`src/rtl/serial_subtractor.sv`:
```
// serial_subtractor
//   Bit-serial unsigned subtractor: one full-subtractor cell plus a borrow
//   flip-flop, LSB first, one bit per clock. A result takes WIDTH RUN
//   cycles, followed by a single DONE cycle.
//
//   Optional feature macro: SERIAL_SUB_OVF_EN adds the signed-overflow
//   output ovf. Without the macro, that port and its logic are absent.
//
// Ports
//   clk         clock, rising edge
//   rst_n       asynchronous active-low reset
//   start       request; accepted in IDLE or DONE, ignored in RUN
//   a, b        minuend / subtrahend, captured on the accepting edge
//   busy        high in RUN
//   done        one-cycle pulse in DONE; results are valid
//   diff        registered a-b mod 2^WIDTH
//   borrow_out  final borrow (a < b unsigned)
//   ovf         signed overflow (SERIAL_SUB_OVF_EN only)
module serial_subtractor #(
  parameter int WIDTH = 8
) (
  input  logic             clk,
  input  logic             rst_n,
  input  logic             start,
  input  logic [WIDTH-1:0] a,
  input  logic [WIDTH-1:0] b,
  output logic             busy,
  output logic             done,
  output logic [WIDTH-1:0] diff,
  output logic             borrow_out
`ifdef SERIAL_SUB_OVF_EN
  ,
  output logic             ovf
`endif
);

  localparam int CW = $clog2(WIDTH);

  typedef enum logic [1:0] {S_IDLE, S_RUN, S_DONE} state_t;

  state_t           state_q, state_d;
  logic [WIDTH-1:0] a_q, b_q, wd_q, wd_d, diff_q;
  logic [CW-1:0]    cnt_q, cnt_d;
  logic             br_q, bo_q;
  logic             d_bit, bnext, accept, last;

  // Full-subtractor cell on the operand LSBs.
  assign d_bit = a_q[0] ^ b_q[0] ^ br_q;
  assign bnext = (~a_q[0] & b_q[0]) | (~(a_q[0] ^ b_q[0]) & br_q);

  // start is honoured in IDLE and DONE (back-to-back), never in RUN.
  assign accept = start && (state_q != S_RUN);
  assign last   = (state_q == S_RUN) && (cnt_q == CW'(WIDTH - 1));
  assign wd_d   = {d_bit, wd_q[WIDTH-1:1]};
  assign cnt_d  = cnt_q + 1'b1;

  // State register
  always_ff @(posedge clk or negedge rst_n) begin
    if (!rst_n) state_q <= S_IDLE;
    else        state_q <= state_d;
  end

  // Next-state logic
  always_comb begin
    state_d = state_q;
    case (state_q)
      S_IDLE:  if (start) state_d = S_RUN;
      S_RUN:   if (last)  state_d = S_DONE;
      S_DONE:  state_d = start ? S_RUN : S_IDLE;
      default: state_d = S_IDLE;
    endcase
  end

  // Output logic
  always_comb begin
    busy = (state_q == S_RUN);
    done = (state_q == S_DONE);
  end

  // Datapath: operand shifters, borrow FF, counter, working/result regs.
  always_ff @(posedge clk or negedge rst_n) begin
    if (!rst_n) begin
      a_q    <= '0;
      b_q    <= '0;
      wd_q   <= '0;
      cnt_q  <= '0;
      br_q   <= 1'b0;
      diff_q <= '0;
      bo_q   <= 1'b0;
    end else if (accept) begin
      a_q   <= a;
      b_q   <= b;
      wd_q  <= '0;
      cnt_q <= '0;
      br_q  <= 1'b0;
    end else if (state_q == S_RUN) begin
      a_q   <= a_q >> 1;
      b_q   <= b_q >> 1;
      wd_q  <= wd_d;
      cnt_q <= cnt_d;
      br_q  <= bnext;
      if (last) begin
        diff_q <= wd_d;
        bo_q   <= bnext;
      end
    end
  end

  assign diff       = diff_q;
  assign borrow_out = bo_q;

`ifdef SERIAL_SUB_OVF_EN
  // Operand MSBs are shifted out during RUN, so keep copies for the flag.
  logic a_msb_q, b_msb_q, ovf_q;

  always_ff @(posedge clk or negedge rst_n) begin
    if (!rst_n) begin
      a_msb_q <= 1'b0;
      b_msb_q <= 1'b0;
      ovf_q   <= 1'b0;
    end else if (accept) begin
      a_msb_q <= a[WIDTH-1];
      b_msb_q <= b[WIDTH-1];
    end else if (last) begin
      // d_bit is the result MSB on the completion edge.
      ovf_q <= (a_msb_q != b_msb_q) & (d_bit != a_msb_q);
    end
  end

  assign ovf = ovf_q;
`endif

endmodule

```
`config.mk`:
```
export PLATFORM = sky130hd
export DESIGN_NAME = serial_subtractor
export DESIGN_NICKNAME = d
export VERILOG_FILES = /design/src/rtl/serial_subtractor.sv
export SDC_FILE = /design/constraint.sdc
export NUM_CORES = 1
export LEC_CHECK = 0
export ABC_AREA = 1
export BUFFER_PORTS_ARGS = -buffer_cell sky130_fd_sc_hd__buf_2
export CAP_MARGIN = 10
export CORE_MARGIN = 2
export CORE_UTILIZATION = 55
export DETAILED_ROUTE_END_ITERATION = 7
export GPL_ROUTABILITY_DRIVEN = 0
export MAX_ROUTING_LAYER = met4
export PLACE_DENSITY_LB_ADDON = 0.2
export SLEW_MARGIN = 30
export SYNTH_ARGS = -nofsm -noshare
export SYNTH_HDL_FRONTEND = slang
export SYNTH_SLANG_ARGS = --single-unit
export TNS_END_PERCENT = 20
```
`constraint.sdc`:
```
create_clock -name clk -period 1.77 [get_ports clk]
set_input_delay 0.354 -clock clk [delete_from_list [all_inputs] [get_ports clk]]
set_output_delay 0.354 -clock clk [all_outputs]
set_load 0.01 [all_outputs]
```
==> results of run 1 <==
## critical path: cells and delay by family (launching register included)
family	cells	cell delay (ns)
flip-flops	1	0.41
buffers and inverters	2	0.27
AND/OR/NAND/NOR	1	0.21
## stage by stage
| stage | hold slack [ns] | setup WS [ns] | utilization | power [mW] |
|---|---|---|---|---|
| global route | 0.2458 | 0.09070 | 0.6283 | 3.284 |
| CTS | 0.2457 | 0.1710 | 0.6283 | 3.046 |
| finish | 0.2512 | 0.1892 | 0.6283 | 3.024 |
| floorplan | 0.05841 | 0.5788 | - | 2.415 |
| global placement | 0.3470 | 0.5061 | 0.6100 | 2.561 |
| detailed placement | 0.3507 | 0.4798 | 0.6100 | 2.632 |
## worst paths after layout
check                           cells after the start  startpoint         end
worst min register to register                      2  borrow_out  borrow_out
min in group asynchronous                           2       rst_n     diff[4]
worst max-delay path                                3  state_q[0]        busy
max in group asynchronous                           3       rst_n    cnt_q[0]
worst min-delay path                                3        a[5]      a_q[5]
worst max register to register                      5  state_q[1]      b_q[0]
## power breakdown
part | switching (mW) | total [mW] | internal (mW)
clock | 0.262 | 0.412 | 0.150
combinational | 0.705 | 1.15 | 0.446
sequential | 0.224 | 1.46 | 1.24
total | 1.19 | 3.02 | 1.83
## cells in the final DEF (no fill, tap or decap)
master	Yosys	layout
clkbuf_1	0	2
nand3_1	57	57
nor2_1	1	1
fa_1	1	1
nand2_2	2	2
dfrtp_1	38	38
clkbuf_4	0	5
buf_2	4	29
inv_1	5	5
nor2_8	1	1
dlygate4sd3_1	0	1
nor2_4	1	1
o22ai_1	1	1
inv_2	2	2
o21ai_1	2	2
ha_1	2	2
buf_4	1	6
nand2_1	61	61
## logic make-up after synthesis
logic type	share of synthesized area
AND/OR/NAND/NOR	0.3289
adder cells (fa/ha/maj)	0.02637
flip-flops	0.5568
AO/OA/AOI/OAI	0.009526
buffers and inverters	0.07839
## sequential cells by signal, summed over array words and instances, names as in the netlist
name / flops
wd_q: 7
state_q: 2
b_q: 8
borrow_out: 1
a_q: 8
diff: 8
cnt_q: 3
br_q: 1
## cell type report
cell class / count / area (um^2)
clock buffer: 7 / 45.04
timing repair buffer: 36 / 200.2
sequential: 38 / 950.9
tap: 33 / 41.29
multi-input combinational: 129 / 623.1
inverter: 7 / 26.28
fill: 258 / 1116
## repair_timing
action | 4_1_cts | 5_1_grt
endpoints found under the setup margin | 0 | 0
hold buffers | 1 | 0
endpoints found under the hold margin | 20 | 0
## layer usage
metal | wire, um | global-route usage | vias up | share of wire
met4 | 44 | 0.06667 | 0 | 0.013
met2 | 1682 | 0.3680 | 41 | 0.51
met3 | 163 | 0.05195 | 6 | 0.049
met5 | 0 | - | - | 0
met1 | 1410 | 0.2571 | 662 | 0.43
li1 | - | - | 670 | -
==> flow_summary.yaml, run 1 <==
run_status:
  status: "completed"
die:
  rows: 20
  die_x_um: 59.73
  die-area_um2: 3567
  core_um2: 3003
  die_h_um: 59.73
  ioPinCount: 30
  initial_core_util: 0.5688
clock_tree:
  cts_root_buffer: "clkbuf_4"
  clk_pin_slew_ns: 0.10
  cts_tree: "yes"
  cts.sinks: 38
  clockBufferDepth: 2
  cts_setup_buffers: 0
  cts_buffers: 5
  post_cts_resized: 0
  htreeDepth: 2
  clk_latency_ns: 0.34
logic_synthesis:
  yosysUniqueCellTypes: 18
  syn_area_um2: 1708
  synth-seq-cells: 38
  synth_cells: 185
  synthFlopType: "dfrtp_1"
  synthTopCellsByArea: "dfrtp_1 (56%), nand3_1 (17%), nand2_1 (13%)"
  synth.most_common_cell: "nand2_1"
  synth_seq_area_share: 0.5568
  synth_area_per_cell_um2: 9.232
  synth_commonest_cells: "nand2_1 (61), nand3_1 (57), dfrtp_1 (38)"
  synth_top_cell_by_area: "dfrtp_1"
  synth_edf_count: 0
  synth_top_area_frac: 0.5568
  syn_nets: 207
  synthArstFlopShare: 1.000
  yosysWarningCount: 0
placed_design:
  port_buffers: 29
  dp_cells: 242
  place_area_um2: 1832
  hpwl_um: 2340
grt:
  grt_pass1_vias: 1316
  grt_overflow: 0
  grt_pass1_wl_um: 5582
  grt.total_usage: 0.2178
  grt_max_degree: 29
  antenna_found_initial: 0
finish:
  drive_gt1_frac: 0.2120
  instances_no_fill: 250
  antenna_cells: 0
  final_cell_area_um2: 1887
  nNetsFinal: 239
  area_growth_pct: 10.48
routing:
  antenna_left: 0
  drc_errors: 0
  vias: 1379
  via_per_inst: 5.516
  dr.pass1.iters: 4
  wirelength_um: 3299
  detail_route.wl_per_cell_um: 13.20
  drtIter0Drc: 38
setup_path:
  max_stage_delay_ns: 0.41
  required_ns: 1.42
  crit_path_max_fanout: 10
  cp.arrival_ns: 1.23
  worstSetupPathType: "reg -> out"
  worst-r2r-setup-slack_ns: 0.45
  slowest_stage: "dfrtp_1"
  cp_cell_sequence: "inv_1 > nor2_4 > buf_2"
  startpoint_type: "register"
  cp-end-kind: "output port"
sta:
  worst_slew_pin_slew_ns: 0.5013
  rsz0062_at_grt: "no"
  fin_setup_tns_ns: 0
  finalMaxSlewViolations: 0
  finalCritPeriodShare: 0.8931
  maxSlewHeadroom: 0.6658
  period_minus_slack_ns: 1.581
  fmax_ghz: 0.6326
  setup_viol: 0
  finalClockSkew_ns: 0.005499
  hold_viol: 0
worst_hold_path:
  min_path_type: "in -> reg"
power_and_ir_drop:
  vdd_drop_max_uv: 879.5
  p_leak_nw: 1.018
  power.density_nw_per_um2: 1603
run:
  maxCapViolCount: 0
Note: power is estimated with default switching activity, not from simulation.
==> run 2: changes to the inputs <==
- CORE_UTILIZATION: 55 -> 30
- clock period: 1.77 -> 1.7 ns (I/O delays scaled with it)
==> run 2 against run 1 <==
Worst hold slack got worse by 0.24 ns. Combinational power rose by 5%. Die area rose by 77%. Design area rose by 4.6%. Non-clock buffer count fell by 4. First-iteration DRC count rose to 3.6 times the previous value. Cell count rose by 14%. Setup slack got worse by 0.036 ns. Clock power rose by 54%. Core utilization fell by 27 points. Clock-buffer cell count did not move. Critical path type unchanged. Largest cell class unchanged. Highest routed layer unchanged.
==> flow_summary.yaml, run 2 (synthesis gave the netlist of run 1 again) <==
sta:
  fin_setup_tns_ns: 0
  finalClockSkew_ns: 0.007861
  worst_slew_pin_slew_ns: 0.4912
  hold_viol: 0
  finalMaxSlewViolations: 0
  period_minus_slack_ns: 1.546
  fmax_ghz: 0.6467
  finalCritPeriodShare: 0.9096
  maxSlewHeadroom: 0.6721
  rsz0062_at_grt: "no"
  setup_viol: 0
setup_path:
  reg2reg_from: "cnt_q[0]"
  slowest_stage: "dfrtp_1"
  r2r_cells: 6
  cp_cell_sequence: "inv_1 > nor2_4 > buf_2"
  critPathBufInv: 2
  max_stage_delay_ns: 0.41
  worstSetupPathType: "reg -> out"
  worst-r2r-setup-slack_ns: 0.40
  cp.arrival_ns: 1.21
  required_ns: 1.36
  startpoint_type: "register"
  crit_path_max_fanout: 11
  r2r_end: "diff[1]"
  path_delay_family: "flip-flops"
  cp-end-kind: "output port"
die:
  initial_core_util: 0.3102
  ioPinCount: 30
  core_um2: 5507
  die-area_um2: 6312
  die_h_um: 79.45
  die_x_um: 79.45
  rows: 27
grt:
  grt_overflow: 0
  antenna_found_initial: 0
  grt_pass1_wl_um: 6065
  grt_pass1_vias: 1244
  grt.total_usage: 0.1282
  grt_max_degree: 39
finish:
  nNetsFinal: 235
  drive_gt1_frac: 0.2103
  antenna_cells: 0
  instances_no_fill: 286
  nFillCells: 595
  layout_commonest_cell: "nand2_1"
  area_growth_pct: 15.60
  layout_common_cells: "nand2_1 (61), nand3_1 (57), dfrtp_1 (38)"
clock_tree:
  cts_buffers: 5
  post_cts_resized: 0
  htreeDepth: 2
  cts_setup_buffers: 0
  clk_latency_ns: 0.29
  cts.sinks: 38
  ctsHoldBuffers: 0
  cts_root_buffer: "clkbuf_8"
  cts_tree: "yes"
  clockBufferDepth: 2
  clk_pin_slew_ns: 0.08
power_and_ir_drop:
  combPwrFrac: 0.360
  p_leak_nw: 1.030
  power_frac_seq: 0.450
  vdd_drop_max_uv: 487.6
  p_sw_mw: 1.261
  power.density_nw_per_um2: 1700
  internal_power_mw: 2.095
  pwr-share-clk: 0.189
  sw_frac_of_total: 0.3758
routing:
  dr.pass1.iters: 4
  drtIter0Drc: 136
  vias: 1313
  via_per_inst: 4.591
  detail_route.wl_per_cell_um: 12.00
  wirelength_um: 3433
  drc_errors: 0
  antenna_left: 0
worst_hold_path:
  min_path_type: "in -> async"
placed_design:
  hpwl_um: 2268
  port_buffers: 29
  dp_cells: 278
run_status:
  status: "completed"
run:
  maxCapViolCount: 0
-- run 2: worst max-delay path by stage --
| stage | from | end | slack (ns) | cells past startpoint |
|---|---|---|---|---|
| 2_1_floorplan | cnt_q[0] | borrow_out | 0.51 | 6 |
| 3_3_place_gp | cnt_q[0] | diff[3] | 0.42 | 6 |
| 3_5_place_dp | state_q[1] | b_q[0] | 0.40 | 5 |
| 4_1_cts | state_q[0] | busy | 0.13 | 3 |
| 5_1_grt | state_q[0] | busy | 0.08 | 3 |
| 6_report | state_q[0] | busy | 0.15 | 3 |
-- run 2: power groups by stage --
stage          clock network, mW  logic [mW]  registers, mW
2_1_floorplan                  0       0.975           1.54
3_3_place_gp                   0        1.21           1.52
3_5_place_dp                   0        1.24           1.53
4_1_cts                    0.662        1.25           1.52
5_1_grt                    0.704        1.40           1.57
6_report                   0.635        1.21           1.51
-- run 2: area by class of cell --
type | count | area, um^2 | area share
clock buffer | 7 | 86.33 | 0.04373
tap | 72 | 90.09 | 0.04563
multi-input combinational | 129 | 623.1 | 0.3156
sequential | 38 | 950.9 | 0.4816
inverter | 7 | 26.28 | 0.01331
timing repair buffer | 32 | 192.7 | 0.09759
clock inverter | 1 | 5.005 | 0.002535
-- run 2: per-layer routing --
metal / track usage / wire length [um]
met5: - / 0
met4: 0.05690 / 65
met3: 0.03054 / 88
met2: 0.1891 / 1621
met1: 0.1681 / 1657
-- run 2: per-stage QoR --
step | area [um^2] | total power [mW] | hold WS, ns | util | setup slack [ns]
finish | 1974 | 3.356 | 0.01353 | 0.3586 | 0.1536
CTS | 1974 | 3.424 | 0.01714 | 0.3586 | 0.1257
floorplan | 1708 | 2.515 | 0.04441 | - | 0.5088
global route | 1974 | 3.676 | 0.01078 | 0.3586 | 0.07866
global placement | 1883 | 2.737 | 0.3256 | 0.3420 | 0.4231
detailed placement | 1883 | 2.770 | 0.3283 | 0.3420 | 0.3996
-- run 2: worst register-to-register path, stage by stage (launching register included) --
cell and delay, ns:
dfrtp_1 0.41, ha_1 0.21, ha_1 0.22, inv_1 0.15, nor2_8 0.08, nand2_1 0.08, nand2_1 0.05
